### src/rtl/decoder_cycle_sequencer_if.sv
// Memory port between decoder_cycle_sequencer (master) and the memory/bus side (slave).
interface decoder_cycle_sequencer_if;
    logic [7:0] Mem_Data;
    logic       Mem_Ready;
    logic       Mem_Req;
    logic       Mem_M1;

    modport master (input Mem_Data, input Mem_Ready, output Mem_Req, output Mem_M1);
    modport slave  (output Mem_Data, output Mem_Ready, input Mem_Req, input Mem_M1);
endinterface

### src/rtl/decoder_cycle_sequencer.sv
// Opcode-fetch / memory-read sequencer in front of the opcode decoder tree.
// Optional wait-state timeout is enabled with `define SEQ_WAIT_TIMEOUT_EN.
module decoder_cycle_sequencer #(
    parameter int unsigned TIMEOUT_CYCLES = 255
) (
    input  logic                             clk,
    input  logic                             notReset,
    decoder_cycle_sequencer_if.master        mem,
    input  logic                             PR_Reset_XPT,
    input  logic                             P2_Set_CM1,
    input  logic                             P2_Set_CMR,
    output logic                             enable,
    output logic [4:0]                       XPT,
    output logic [4:0]                       notXPT,
    output logic [7:0]                       Source,
    output logic [7:0]                       notSource,
    output logic [7:0]                       Operand,
    output logic                             Bus_Timeout
);

    typedef enum logic [1:0] {
        FETCH,
        EXEC,
        READ
    } state_t;

    state_t     state, state_d;
    logic       req_q, m1_q;
    logic [4:0] xpt_q, xpt_d, xpt_inc;
    logic [7:0] source_q, source_d;
    logic [7:0] operand_q, operand_d;
    logic       expired;
    logic       done;
    logic [7:0] rd_data;

    // A request completes on Mem_Ready or, with the timeout feature, on expiry
    // with an implied 8'h00 read value.
    assign done    = req_q && (mem.Mem_Ready || expired);
    assign rd_data = mem.Mem_Ready ? mem.Mem_Data : 8'h00;
    assign xpt_inc = (xpt_q == 5'd31) ? xpt_q : xpt_q + 5'd1;

    always_ff @(posedge clk) begin
        if (!notReset) begin
            state <= FETCH;
        end else begin
            state <= state_d;
        end
    end

    always_comb begin
        state_d   = state;
        xpt_d     = xpt_q;
        source_d  = source_q;
        operand_d = operand_q;
        case (state)
            FETCH: begin
                if (done) begin
                    source_d = rd_data;
                    xpt_d    = '0;
                    state_d  = EXEC;
                end
            end
            EXEC: begin
                if (P2_Set_CM1) begin
                    state_d = FETCH;
                    xpt_d   = xpt_inc;
                end else if (P2_Set_CMR) begin
                    // XPT holds on the cycle that launches a read; the read's
                    // completion supplies the single increment for that T-state.
                    state_d = READ;
                end else begin
                    xpt_d = xpt_inc;
                end
                if (PR_Reset_XPT) begin
                    xpt_d = '0;
                end
            end
            READ: begin
                if (done) begin
                    operand_d = rd_data;
                    xpt_d     = xpt_inc;
                    state_d   = EXEC;
                end
            end
            default: state_d = FETCH;
        endcase
    end

    // Request qualifiers are registered from the next state so a strobe at
    // edge n presents the new request at n+1 with no bubble.
    always_ff @(posedge clk) begin
        if (!notReset) begin
            req_q     <= 1'b0;
            m1_q      <= 1'b0;
            xpt_q     <= '0;
            source_q  <= '0;
            operand_q <= '0;
        end else begin
            req_q     <= (state_d != EXEC);
            m1_q      <= (state_d == FETCH);
            xpt_q     <= xpt_d;
            source_q  <= source_d;
            operand_q <= operand_d;
        end
    end

`ifdef SEQ_WAIT_TIMEOUT_EN
    localparam logic [7:0] WAIT_LAST = 8'(TIMEOUT_CYCLES - 1);

    logic [7:0] wait_q;
    logic       timeout_q;

    assign expired = req_q && !mem.Mem_Ready && (wait_q == WAIT_LAST);

    always_ff @(posedge clk) begin
        if (!notReset) begin
            wait_q    <= '0;
            timeout_q <= 1'b0;
        end else begin
            if (state == EXEC || done) begin
                wait_q <= '0;
            end else if (req_q) begin
                wait_q <= wait_q + 8'd1;
            end
            if (expired) begin
                timeout_q <= 1'b1;
            end
        end
    end

    assign Bus_Timeout = timeout_q;
`else
    logic unused_timeout_cfg;

    assign unused_timeout_cfg = (TIMEOUT_CYCLES == 0);
    assign expired            = 1'b0;
    assign Bus_Timeout        = 1'b0;
`endif

    assign mem.Mem_Req = req_q;
    assign mem.Mem_M1  = m1_q;
    assign enable      = (state == EXEC);
    assign XPT         = xpt_q;
    assign notXPT      = ~xpt_q;
    assign Source      = source_q;
    assign notSource   = ~source_q;
    assign Operand     = operand_q;

endmodule

### src/flat_wrapper.sv
// flat-port wrapper written by rule: the top's interface ports become plain ports
module decoder_cycle_sequencer_flat 
#(
    parameter int unsigned TIMEOUT_CYCLES = 255
)
  (clk, notReset, PR_Reset_XPT, P2_Set_CM1, P2_Set_CMR, enable, XPT, notXPT, Source, notSource, Operand, Bus_Timeout, mem_Mem_Data, mem_Mem_Ready, mem_Mem_Req, mem_Mem_M1);
  decoder_cycle_sequencer_if mem_i ();
  input  logic clk;
  input  logic notReset;
  input  logic PR_Reset_XPT;
  input  logic P2_Set_CM1;
  input  logic P2_Set_CMR;
  output logic enable;
  output logic [4:0] XPT;
  output logic [4:0] notXPT;
  output logic [7:0] Source;
  output logic [7:0] notSource;
  output logic [7:0] Operand;
  output logic Bus_Timeout;
  input wire logic [$bits(mem_i.Mem_Data)-1:0] mem_Mem_Data;
  input wire logic [$bits(mem_i.Mem_Ready)-1:0] mem_Mem_Ready;
  output wire logic [$bits(mem_i.Mem_Req)-1:0] mem_Mem_Req;
  output wire logic [$bits(mem_i.Mem_M1)-1:0] mem_Mem_M1;
  assign mem_i.Mem_Data = mem_Mem_Data;
  assign mem_i.Mem_Ready = mem_Mem_Ready;
  assign mem_Mem_Req = mem_i.Mem_Req;
  assign mem_Mem_M1 = mem_i.Mem_M1;
  decoder_cycle_sequencer #(.TIMEOUT_CYCLES(TIMEOUT_CYCLES)) u_core (.clk(clk), .notReset(notReset), .mem(mem_i), .PR_Reset_XPT(PR_Reset_XPT), .P2_Set_CM1(P2_Set_CM1), .P2_Set_CMR(P2_Set_CMR), .enable(enable), .XPT(XPT), .notXPT(notXPT), .Source(Source), .notSource(notSource), .Operand(Operand), .Bus_Timeout(Bus_Timeout));
endmodule
### config.mk
export PLATFORM = sky130hd
export DESIGN_NAME = decoder_cycle_sequencer_flat
export DESIGN_NICKNAME = d
export VERILOG_FILES = /design/src/rtl/decoder_cycle_sequencer_if.sv /design/src/rtl/decoder_cycle_sequencer.sv /design/src/flat_wrapper.sv
export SDC_FILE = /design/constraint.sdc
export NUM_CORES = 1
export LEC_CHECK = 0
export CAP_MARGIN = 15
export CELL_PAD_IN_SITES_DETAIL_PLACEMENT = 0
export CELL_PAD_IN_SITES_GLOBAL_PLACEMENT = 1
export CORE_MARGIN = 2
export CORE_UTILIZATION = 34
export CTS_BUF_LIST = sky130_fd_sc_hd__clkbuf_2
export DETAILED_ROUTE_END_ITERATION = 10
export PLACE_DENSITY_LB_ADDON = 0.1
export SLEW_MARGIN = 20
export SYNTH_ARGS = -nofsm -noshare
export SYNTH_HDL_FRONTEND = slang
export SYNTH_SLANG_ARGS = --single-unit
### constraint.sdc
create_clock -name clk -period 2.8 [get_ports clk]
set_clock_uncertainty 0.15 [all_clocks]
set_input_delay 0.42 -clock clk [delete_from_list [all_inputs] [get_ports clk]]
set_output_delay 0.42 -clock clk [all_outputs]
set_load 0.01 [all_outputs]
==> results.tsv <==
stage	metric	value	unit
timing	hold_violations	0	
synth	synth_area_leader_cell	dfxtp_1	
worst_setup_path	worst_setup_path_start_kind	flip-flop	
finish	fin_nets	193	
power	switching_share	0.284	
drt	final_antenna_net_count	0	
clock_network	clock_path_buffers	2	
synth	synthCells	122	
power	p_sw	0.000200	W
worst_setup_path	crit_family	buffers and inverters	
synth	yosysMostFrequentCell	dfxtp_1	
worst_setup_path	r2r_slack	900	ps
die	num_rows	21	
global_route	grt_pass1_wl	4290	um
timing	fin_crit_sh	0.788	
synth	synthFlopType	dfxtp_1	
drt	dr.pass1.iters	4	
synth	synth_cell_types	29	
worst_setup_path	r2r-end	u_core.XPT[0]	
worst_setup_path	required	2230	ps
timing	hold_slack	387	ps
worst_setup_path	crit_arrival	1640	ps
timing	maxSlewHeadroom	0.525	
timing	maxSlewViolCount	0	
drt	drt_iter0_markers	12	
placement	routabilityCongestion	0.668	
power	p_clk_frac	0.203	
global_route	grt_max_degree	27	
clock_network	clock_latency	340	ps
clock_network	ctsRootBufferMaster	clkbuf_2	
finish	fin_cells	219	
placement	numPortBuffers	50	
synth	syn_area	0.00119	mm^2
worst_setup_path	worst_path_max_delay_cell	clkdlybuf4s50_1	
worst_setup_path	r2r_cells	6	
global_route	grt.total_usage	0.133	
synth	ys.warnings.count	0	
worst_setup_path	cpPeakStageDelay	490	ps
synth	synth_top_area_share	0.422	
placement	dp_hpwl	1930	um
worst_setup_path	crit_chain	inv_1 > ha_1 > clkdlybuf4s50_1	
timing	tightest_slew	711	ps
die	die_area	0.00398	mm^2
synth	synthArstFlopShare	0	
die	die_w	63.1	um
timing	rsz0062_at_grt	no	
worst_setup_path	crit_path_end_kind	output pin	
power	power_density	402	mW/mm^2
die	start_util	0.355	
job	maxCapViolations	0	
drt	viasPerCell	4.58	
clock_network	cts-htree-levels	1	
timing	finalSetupViolCount	0	
timing	fmax	453	MHz
placement	dpl.cell_count	215	
clock_network	post_cts_buffers	0	
synth	post_synth.cell_area_avg	9.72	um^2
worst_setup_path	worst-setup-path-type	reg -> out	
worst_hold_path	holdCritStartpoint	u_core.XPT[1]	
synth	synth_edf_count	0	
synth	synthesis.nets	141	
die	ios	52	
worst_hold_path	whs_path_depth	2	
power	ir_drop	0.283	mV
clock_network	cts_buffers	3	
clock_network	hold_buffers	0	
finish	final_area	0.00175	mm^2
clock_network	clk_pin_slew	240	ps
synth	ys_seq_elements	25	
synth	synthTopCellsByCount	dfxtp_1 (25), nor2b_1 (17), mux2i_1 (16)	
timing	setup_tns	0	ps
drt	wl	2540	um
finish	fillers	321	
synth	synthTopCellsByArea	dfxtp_1 (42%), mux2i_1 (14%), nor2b_1 (9.0%), ha_1 (5.3%), inv_1 (4.7%)	
timing	finalWorstSetupSlack	594	ps
power	comb_power_share	0.246	
timing	final.min_clock_period	2210	ps
worst_setup_path	path_buf_inv	2	
power	leakage	0.755	nW
finish	drive_gt1_frac	0.0751	
finish	antennaDiodeCount	0	
drt	num_vias	1002	
clock_network	post_cts_resized	0	
placement	dpl_cell_area	0.00173	mm^2
global_route	grt_pass1_vias	1008	
power	pwr-share-seq	0.551	
synth	ys_seq_area_frac	0.422	
drt	post_drt_wl_per_cell	11.6	um
global_route	grt_antenna_before_repair	0	
clock_network	clkSinkCount	25	
outcome	outcome	finished, final reports clean	
placement	place_ws	774	ps
clock_network	cts_tree	built	
worst_hold_path	hold_end	u_core.XPT[1]	
worst_setup_path	r2r-start	u_core.state[1]	
drt	route.detailed.drc	0	
worst_hold_path	hp-class	reg -> reg	
die	die_h	63.1	um
die	fp.coreArea	0.00334	mm^2
power	internal-power	0.000505	W
global_route	grt_overflow	0	
worst_setup_path	critical_path_peak_fanout	5	
finish	syn_to_final_growth	47.7	%
## power groups by stage
stage / Combinational, W / Clock (W) / Sequential, W
finish: 0.000173 / 0.000143 / 0.000389
detailed placement: 0.000176 / 0 / 0.000395
global route: 0.000190 / 0.000164 / 0.000392
CTS: 0.000176 / 0.000152 / 0.000389
floorplan: 0.0000868 / 0 / 0.000399
global placement: 0.000174 / 0 / 0.000394
## per-layer routing
| layer | vias up | share of wire | global-route usage | wire length [um] |
|---|---|---|---|---|
| met5 | - | 0 | 0 | 0 |
| li1 | 508 | - | - | - |
| met3 | 6 | 0.055 | 0.0357 | 141 |
| met4 | 0 | 0.018 | 0.0417 | 46 |
| met1 | 456 | 0.44 | 0.154 | 1110 |
| met2 | 32 | 0.49 | 0.237 | 1240 |
## kinds of logic after synthesis
| kind of cell | count (synthesis) | share of synthesized area |
|---|---|---|
| and+or+nand+nor | 41 | 0.223 |
| DFF | 25 | 0.422 |
| buffers and inverters | 18 | 0.0601 |
| AOI/OAI and AO/OA | 16 | 0.104 |
| muxes | 16 | 0.135 |
| adders and majority gates | 5 | 0.0527 |
| other | 1 | 0.00316 |
## layout by cell type, fill, tap and decap left out
| cell type | count |
|---|---|
| a2bb2oi_1 | 1 |
| clkinvlp_4 | 1 |
| nand2_1 | 5 |
| a21o_2 | 2 |
| clkdlybuf4s50_1 | 50 |
| clkbuf_2 | 3 |
| nand4_1 | 1 |
| nor4b_1 | 1 |
| o21ba_2 | 1 |
| a2bb2oi_2 | 1 |
| a31oi_1 | 1 |
| ha_1 | 5 |
| nand3_2 | 2 |
| nor2_1 | 4 |
| a41o_1 | 1 |
| or2_2 | 1 |
| nand2b_1 | 2 |
| o2111ai_1 | 1 |
| o22ai_1 | 2 |
| nor2b_1 | 17 |
| mux2i_1 | 16 |
| o31ai_1 | 1 |
| conb_1 | 1 |
| nor3_4 | 1 |
| o21ai_0 | 4 |
| inv_1 | 15 |
| o21a_1 | 1 |
| and4bb_4 | 1 |
| and3_1 | 6 |
| dfxtp_1 | 25 |
## tightest hold or removal path, stage by stage, from the launching register on
cell and delay (ps):
dfxtp_1 390, nand2_1 70, o22ai_1 70
## cell type report
type | instances | area, um^2 | share of cell area
multi-input cells | 79 | 614 | 0.351
well taps | 46 | 57.6 | 0.0329
clock inverters | 1 | 7.51 | 0.00429
flip-flops and latches | 25 | 500 | 0.286
repair buffers | 50 | 500 | 0.286
inverters | 15 | 56.3 | 0.0321
clock buffers | 3 | 15.0 | 0.00857
## worst max path at each step
stage	slack (ps)	endpoint	cells past startpoint	startpoint
CTS	590	enable	3	u_core.state[1]
global route	470	enable	3	u_core.state[1]
floorplan	1110	u_core.XPT[1]	6	u_core.state[1]
detailed placement	770	u_core.XPT[0]	5	P2_Set_CM1
global placement	820	u_core.XPT[1]	5	P2_Set_CM1
finish	590	enable	3	u_core.state[1]
## registers in the layout, summed over array words and instances, names as in the netlist
name	count
u_core.state	2
u_core.XPT	5
u_core.Source	8
u_core.mem.Mem_Req	1
u_core.Operand	8
u_core.mem.Mem_M1	1
## per-stage QoR
stage	utilization	power, W
6_report	0.525	0.000705
3_5_place_dp	0.518	0.000571
4_1_cts	0.525	0.000717
5_1_grt	0.525	0.000745
3_3_place_gp	0.518	0.000569
2_1_floorplan	-	0.000486
No activity file was read; power rests on OpenSTA's default activity.
